<file path="config.mk">
export PLATFORM = sky130hd
export DESIGN_NAME = des_key_scheduler
export DESIGN_NICKNAME = d
export VERILOG_FILES = /design/src/rtl/des_key_scheduler.sv
export SDC_FILE = /design/constraint.sdc
export NUM_CORES = 1
export LEC_CHECK = 0
export ABC_AREA = 1
export BUFFER_PORTS_ARGS = -buffer_cell sky130_fd_sc_hd__buf_4
export CAP_MARGIN = 10
export CORE_ASPECT_RATIO = 0.8
export CORE_MARGIN = 1.5
export CORE_UTILIZATION = 45
export CTS_BUF_LIST = sky130_fd_sc_hd__clkbuf_16
export CTS_CLUSTER_SIZE = 16
export DETAILED_ROUTE_END_ITERATION = 6
export PLACE_DENSITY = 0.69
export SETUP_SLACK_MARGIN = 0.2
export SYNTH_ARGS = -nofsm -noshare
export SYNTH_HDL_FRONTEND = slang
export SYNTH_SLANG_ARGS = --single-unit
</file>
<file path="constraint.sdc">
create_clock -name clk -period 5.6 [get_ports clk]
set_input_delay 1.12 -clock clk [delete_from_list [all_inputs] [get_ports clk]]
set_output_delay 1.12 -clock clk [all_outputs]
set_load 0.02 [all_outputs]
</file>
<file path="src/rtl/des_key_scheduler.sv">
// rtl/des_key_scheduler.sv - DES key schedule sequencer streaming PC-2 subkeys over valid/ready
module des_right_shifter (
  input  logic [27:0] din,
  input  logic [1:0]  amt,
  output logic [27:0] dout
);

  // Right rotation of a 28-bit half-key; din[27] is the first DES bit of the half
  always_comb begin
    dout = din;
    case (amt)
      2'd1:    dout = {din[0], din[27:1]};
      2'd2:    dout = {din[1:0], din[27:2]};
      default: dout = din;
    endcase
  end

endmodule

module des_key_scheduler #(
  parameter bit PARITY_CHECK = 1'b0,
  parameter bit ZERO_IDLE    = 1'b1
) (
  input  logic        clk,
  input  logic        rst_n,
  input  logic        abort,
  input  logic        key_valid,
  output logic        key_ready,
  input  logic [63:0] key,
  input  logic        decrypt,
  output logic        key_err,
  output logic        sk_valid,
  input  logic        sk_ready,
  output logic [47:0] subkey,
  output logic [3:0]  sk_round,
  output logic        sk_last,
  output logic        busy
);

  typedef enum logic {
    S_IDLE = 1'b0,
    S_RUN  = 1'b1
  } state_t;

  // Table entries are 1-based DES bit numbers, first output bit first
  localparam int PC1_TAB [56] = '{
    57, 49, 41, 33, 25, 17,  9,
     1, 58, 50, 42, 34, 26, 18,
    10,  2, 59, 51, 43, 35, 27,
    19, 11,  3, 60, 52, 44, 36,
    63, 55, 47, 39, 31, 23, 15,
     7, 62, 54, 46, 38, 30, 22,
    14,  6, 61, 53, 45, 37, 29,
    21, 13,  5, 28, 20, 12,  4
  };

  localparam int PC2_TAB [48] = '{
    14, 17, 11, 24,  1,  5,
     3, 28, 15,  6, 21, 10,
    23, 19, 12,  4, 26,  8,
    16,  7, 27, 20, 13,  2,
    41, 52, 31, 37, 47, 55,
    30, 40, 51, 45, 33, 48,
    44, 49, 39, 56, 34, 53,
    46, 42, 50, 36, 29, 32
  };

  // key[63] is DES bit 1; result[55] is C bit 1, result[27] is D bit 1
  function automatic logic [55:0] pc1(input logic [63:0] k);
    logic [55:0] r;
    r = '0;
    for (int i = 0; i < 56; i++) begin
      r[55 - i] = k[64 - PC1_TAB[i]];
    end
    return r;
  endfunction

  // cd[55] is DES bit 1 of the concatenated C,D; result[47] is subkey bit 1
  function automatic logic [47:0] pc2(input logic [55:0] cd);
    logic [47:0] r;
    r = '0;
    for (int i = 0; i < 48; i++) begin
      r[47 - i] = cd[56 - PC2_TAB[i]];
    end
    return r;
  endfunction

  function automatic logic odd_parity_ok(input logic [63:0] k);
    logic ok;
    ok = 1'b1;
    for (int i = 0; i < 8; i++) begin
      ok = ok & (^k[8*i +: 8]);
    end
    return ok;
  endfunction

  state_t      state_q, state_d;
  logic [27:0] c_q, c_d;
  logic [27:0] d_q, d_d;
  logic [3:0]  round_q, round_d;
  logic        mode_q, mode_d;
  logic        key_err_q, key_err_d;

  logic [55:0] pc1_cd;
  logic        parity_ok;
  logic [1:0]  rot_amt;
  logic [27:0] c_rl, d_rl;
  logic [27:0] c_rr, d_rr;
  logic [27:0] cs, ds;
  logic [47:0] pc2_out;
  logic        last;

  assign pc1_cd    = pc1(key);
  assign parity_ok = odd_parity_ok(key);
  assign last      = mode_q ? (round_q == 4'd0) : (round_q == 4'd15);

  // Per-round shift amount; decrypt undoes the encrypt shift of the following round
  always_comb begin
    rot_amt = 2'd2;
    if (mode_q) begin
      if (round_q == 4'd15) begin
        rot_amt = 2'd0;
      end else if (round_q == 4'd14 || round_q == 4'd7 || round_q == 4'd0) begin
        rot_amt = 2'd1;
      end
    end else begin
      if (round_q == 4'd0 || round_q == 4'd1 || round_q == 4'd8 || round_q == 4'd15) begin
        rot_amt = 2'd1;
      end
    end
  end

  des_right_shifter u_c_shift (
    .din  (c_q),
    .amt  (rot_amt),
    .dout (c_rr)
  );

  des_right_shifter u_d_shift (
    .din  (d_q),
    .amt  (rot_amt),
    .dout (d_rr)
  );

  // Left rotation of both halves for the encrypt direction
  always_comb begin
    c_rl = c_q;
    d_rl = d_q;
    case (rot_amt)
      2'd1: begin
        c_rl = {c_q[26:0], c_q[27]};
        d_rl = {d_q[26:0], d_q[27]};
      end
      2'd2: begin
        c_rl = {c_q[25:0], c_q[27:26]};
        d_rl = {d_q[25:0], d_q[27:26]};
      end
      default: begin
        c_rl = c_q;
        d_rl = d_q;
      end
    endcase
  end

  // Rotated halves for the current round and the subkey derived from them
  always_comb begin
    cs      = mode_q ? c_rr : c_rl;
    ds      = mode_q ? d_rr : d_rl;
    pc2_out = pc2({cs, ds});
  end

  // Next-state: abort wins, then key acceptance in IDLE, then subkey stepping in RUN
  always_comb begin
    state_d   = state_q;
    c_d       = c_q;
    d_d       = d_q;
    round_d   = round_q;
    mode_d    = mode_q;
    key_err_d = 1'b0;
    if (abort) begin
      state_d = S_IDLE;
    end else begin
      case (state_q)
        S_IDLE: begin
          if (key_valid) begin
            if (PARITY_CHECK && !parity_ok) begin
              key_err_d = 1'b1;
            end else begin
              c_d     = pc1_cd[55:28];
              d_d     = pc1_cd[27:0];
              mode_d  = decrypt;
              round_d = decrypt ? 4'd15 : 4'd0;
              state_d = S_RUN;
            end
          end
        end
        S_RUN: begin
          if (sk_ready) begin
            c_d = cs;
            d_d = ds;
            if (last) begin
              state_d = S_IDLE;
            end else begin
              round_d = mode_q ? (round_q - 4'd1) : (round_q + 4'd1);
            end
          end
        end
        default: state_d = S_IDLE;
      endcase
    end
  end

  // State registers with asynchronous reset
  always_ff @(posedge clk or negedge rst_n) begin
    if (!rst_n) begin
      state_q   <= S_IDLE;
      c_q       <= '0;
      d_q       <= '0;
      round_q   <= '0;
      mode_q    <= 1'b0;
      key_err_q <= 1'b0;
    end else begin
      state_q   <= state_d;
      c_q       <= c_d;
      d_q       <= d_d;
      round_q   <= round_d;
      mode_q    <= mode_d;
      key_err_q <= key_err_d;
    end
  end

  // Outputs decode from state so an asynchronous reset takes effect without a clock
  always_comb begin
    key_ready = (state_q == S_IDLE);
    sk_valid  = (state_q == S_RUN);
    busy      = (state_q == S_RUN);
    key_err   = PARITY_CHECK ? key_err_q : 1'b0;
    subkey    = pc2_out;
    sk_round  = round_q;
    sk_last   = last;
    if (ZERO_IDLE && (state_q != S_RUN)) begin
      subkey   = '0;
      sk_round = '0;
      sk_last  = 1'b0;
    end
  end

endmodule

</file>
==> flow_metrics.tcl <==
set metrics [dict create \
    synth_area_leader_cell "sky130_fd_sc_hd__dfrtp_1" \
    clock_insertion_delay_at_the_later_pin_of_the_skew_report_ns 0.34 \
    crit_arrival_ns 3.19 \
    fmax_ghz 0.232 \
    drt_wl_total_um 15200 \
    final_cells 1113 \
    ys_ff_latch 62 \
    finalClockSkew_ns 0.00484 \
    cts_made_buffers 9 \
    period_minus_slack_ns 4.31 \
    leakage_uw 0.00358 \
    nets 1038 \
    antenna_left 0 \
    final.setup.tns_ns 0 \
    yosys.area.top_type_share 0.304 \
    layout-drive-gt1-share 0.182 \
    fraction_of_registers_with_async_set_or_reset_after_synthesis 1.00 \
    worstSetupStartpointType "flip-flop" \
    clock_tree.buffer_depth 2 \
    holdPathStages 2 \
    hold_path_class "flip-flop to flip-flop" \
    cts_tree "done" \
    finalHoldViolCount 0 \
    synth.top_cells.by_count "373 x sky130_fd_sc_hd__nand2_1, 104 x sky130_fd_sc_hd__a21oi_1, 77 x sky130_fd_sc_hd__nor2_1" \
    dp_hpwl_um 9860 \
    timing.max_slew.rel_slack 0.439 \
    critical_path_required_ns 4.48 \
    setup.worst_path.end_class "output pin" \
    routed_wire_length_per_instance_um 13.6 \
    register_to_register_path_depth 11 \
    post-synth-top-count-cell "sky130_fd_sc_hd__nand2_1" \
    detail_route.vias_per_cell 5.20 \
    area.growth.synth_to_final_pct 22.0 \
    root_buffer "sky130_fd_sc_hd__clkbuf_16" \
    routabilityCongestion 0.853 \
    tritoncts_num_sinks 62 \
    netlist_instances 880 \
    synth_edf_count 0 \
    grt_max_degree 69 \
    critical_path_peak_fanout 42 \
    synth.lib_cells_used.distinct 26 \
    grt.total_usage 0.263 \
    power-per-cell-area_nw_per_um2 412 \
    finalMaxSlewViolations 0 \
    cts_repair_resize_count 0 \
    power.ir.vdd_worst_mv 0.223 \
    worstSetupPathType "flip-flop to output pin" \
    number_of_primary_i_o_pins 127 \
    design.die.area_um2 12000 \
    postSynth.topFlopCell "sky130_fd_sc_hd__dfrtp_1" \
    unrepaired_setup_endpoints_after_global_routing "false" \
    post_cts_hold_buffer_count 0 \
    cts.repair_timing.setup_buffer_count 0 \
    rows 34 \
    start_util 0.465 \
    drc 0 \
    first_global_vias 5140 \
    drt_iter0_markers 514 \
    ctsHtreeMaxLevel 3 \
    io_buffer_count 117 \
    yosys_warnings 0 \
    synth.cell_area_um2 5110 \
    number_of_diodes 0 \
    tightestPinTransition_ns 0.841 \
    num-fill-cells 1148 \
    firstDrtPassIters 5 \
    synth.yosys.seq_area_share 0.304 \
    die_width_um 122 \
    overflow 0 \
    dr_total_vias 5784 \
    die_height_um 98.3 \
    numPlacedInstances 1097 \
    maxCapViolCount 0 \
    mappedNetlistNets 954 \
    final.period_utilization 0.769 \
    outcome "finished clean" \
    floorplan.core_area_um2 11000 \
    ys_top_cells_by_area "sky130_fd_sc_hd__dfrtp_1 30%, sky130_fd_sc_hd__nand2_1 27%, sky130_fd_sc_hd__a21oi_1 10%" \
    global_route_wire_length_before_repair_um 25400 \
    report.final.setup_viol 0 \
    grt_antenna_before_repair 0 \
    clkTransAtPathRegs_ns 0.06 \
    syn_area_per_cell_um2 5.80 \
]
## layer usage
metal	vias up	part of all wire	track usage
li1	2957	-	-
met1	2620	0.48	0.382
met2	195	0.44	0.404
met3	12	0.069	0.0479
met4	0	0.010	0.0635
met5	-	0	0
## logic make-up after synthesis
kind of cell / Yosys count / synth area share
AO/OA/AOI/OAI: 132 / 0.132
adder cells (fa/ha/maj): 4 / 0.00980
buffers and inverters: 121 / 0.104
flip-flops: 62 / 0.304
other: 1 / 0.000734
AND/OR/NAND/NOR: 560 / 0.449
## flip-flops by register name (all words and copies together), names as in the netlist
name	count
busy	1
d_q	28
mode_q	1
round_q	4
c_q	28
## where the power goes
group	leakage [µW]	internal [µW]	switching (µW)
Combinational	0.00275	482	891
Clock	0.000135	292	209
Sequential	0.000703	560	130
Total	0.00358	1330	1230
## critical path, cell delays in order, from the launching register on
cell                      delay [ns]
sky130_fd_sc_hd__dfrtp_1        0.43
sky130_fd_sc_hd__ha_1           0.27
sky130_fd_sc_hd__nand3_2        0.15
sky130_fd_sc_hd__nand2_4        0.14
sky130_fd_sc_hd__inv_2          0.25
sky130_fd_sc_hd__nand2_2        0.09
sky130_fd_sc_hd__nand2_2        0.26
sky130_fd_sc_hd__buf_4          0.51
sky130_fd_sc_hd__nand2_1        0.13
sky130_fd_sc_hd__nand3_1        0.12
sky130_fd_sc_hd__nand2_1        0.05
sky130_fd_sc_hd__nand2_1        0.07
sky130_fd_sc_hd__nand2_1        0.07
sky130_fd_sc_hd__inv_1          0.13
sky130_fd_sc_hd__buf_4          0.15
## cells in the final DEF (no fill, tap or decap), drive strengths merged
cell type / synthesis / routed
nand4: 5 / 5
a21oi: 104 / 104
nand2: 397 / 397
o22ai: 2 / 2
nand3: 76 / 76
conb: 1 / 1
dfrtp: 62 / 62
inv: 65 / 68
a31oi: 1 / 1
or2: 5 / 5
nor2: 77 / 77
clkbuf: 22 / 9
clkinv: 2 / 5
buf: 32 / 127
o21ai: 21 / 21
a32oi: 1 / 1
clkinvlp: 0 / 1
a22oi: 3 / 3
ha: 4 / 4
## cell type report
cell class                 count  area [µm²]  share of cell area
clock buffer                   9         225              0.0362
clock inverter                 7        33.8             0.00542
inverter                      67         251              0.0404
multi-input combinational    697        3030               0.487
sequential                    62        1550               0.249
tap                          144         180              0.0289
timing repair buffer         127         953               0.153
## path summary, 6_finish.rpt
kind                              end  slack (ns)  startpoint
min reg2reg                    c_q[3]        0.52      c_q[3]
max                        subkey[31]        1.29  round_q[0]
max reg2reg                    c_q[6]        1.94        busy
min in group asynchronous  round_q[2]        0.85       rst_n
max in group asynchronous      c_q[7]        4.16       rst_n
min                            c_q[3]        0.52      c_q[3]
## per-stage QoR
step	power (µW)	cell area (µm²)	hold slack, ns	setup slack (ns)	utilization
CTS	2570	6230	0.527	1.31	0.567
finish	2560	6230	0.521	1.29	0.567
floorplan	1710	5110	0.481	2.62	-
global route	2800	6230	0.549	1.03	0.567
global placement	2050	5970	0.505	1.69	0.544
detailed placement	2060	5970	0.512	1.68	0.544
No activity file was read; power rests on OpenSTA's default activity.
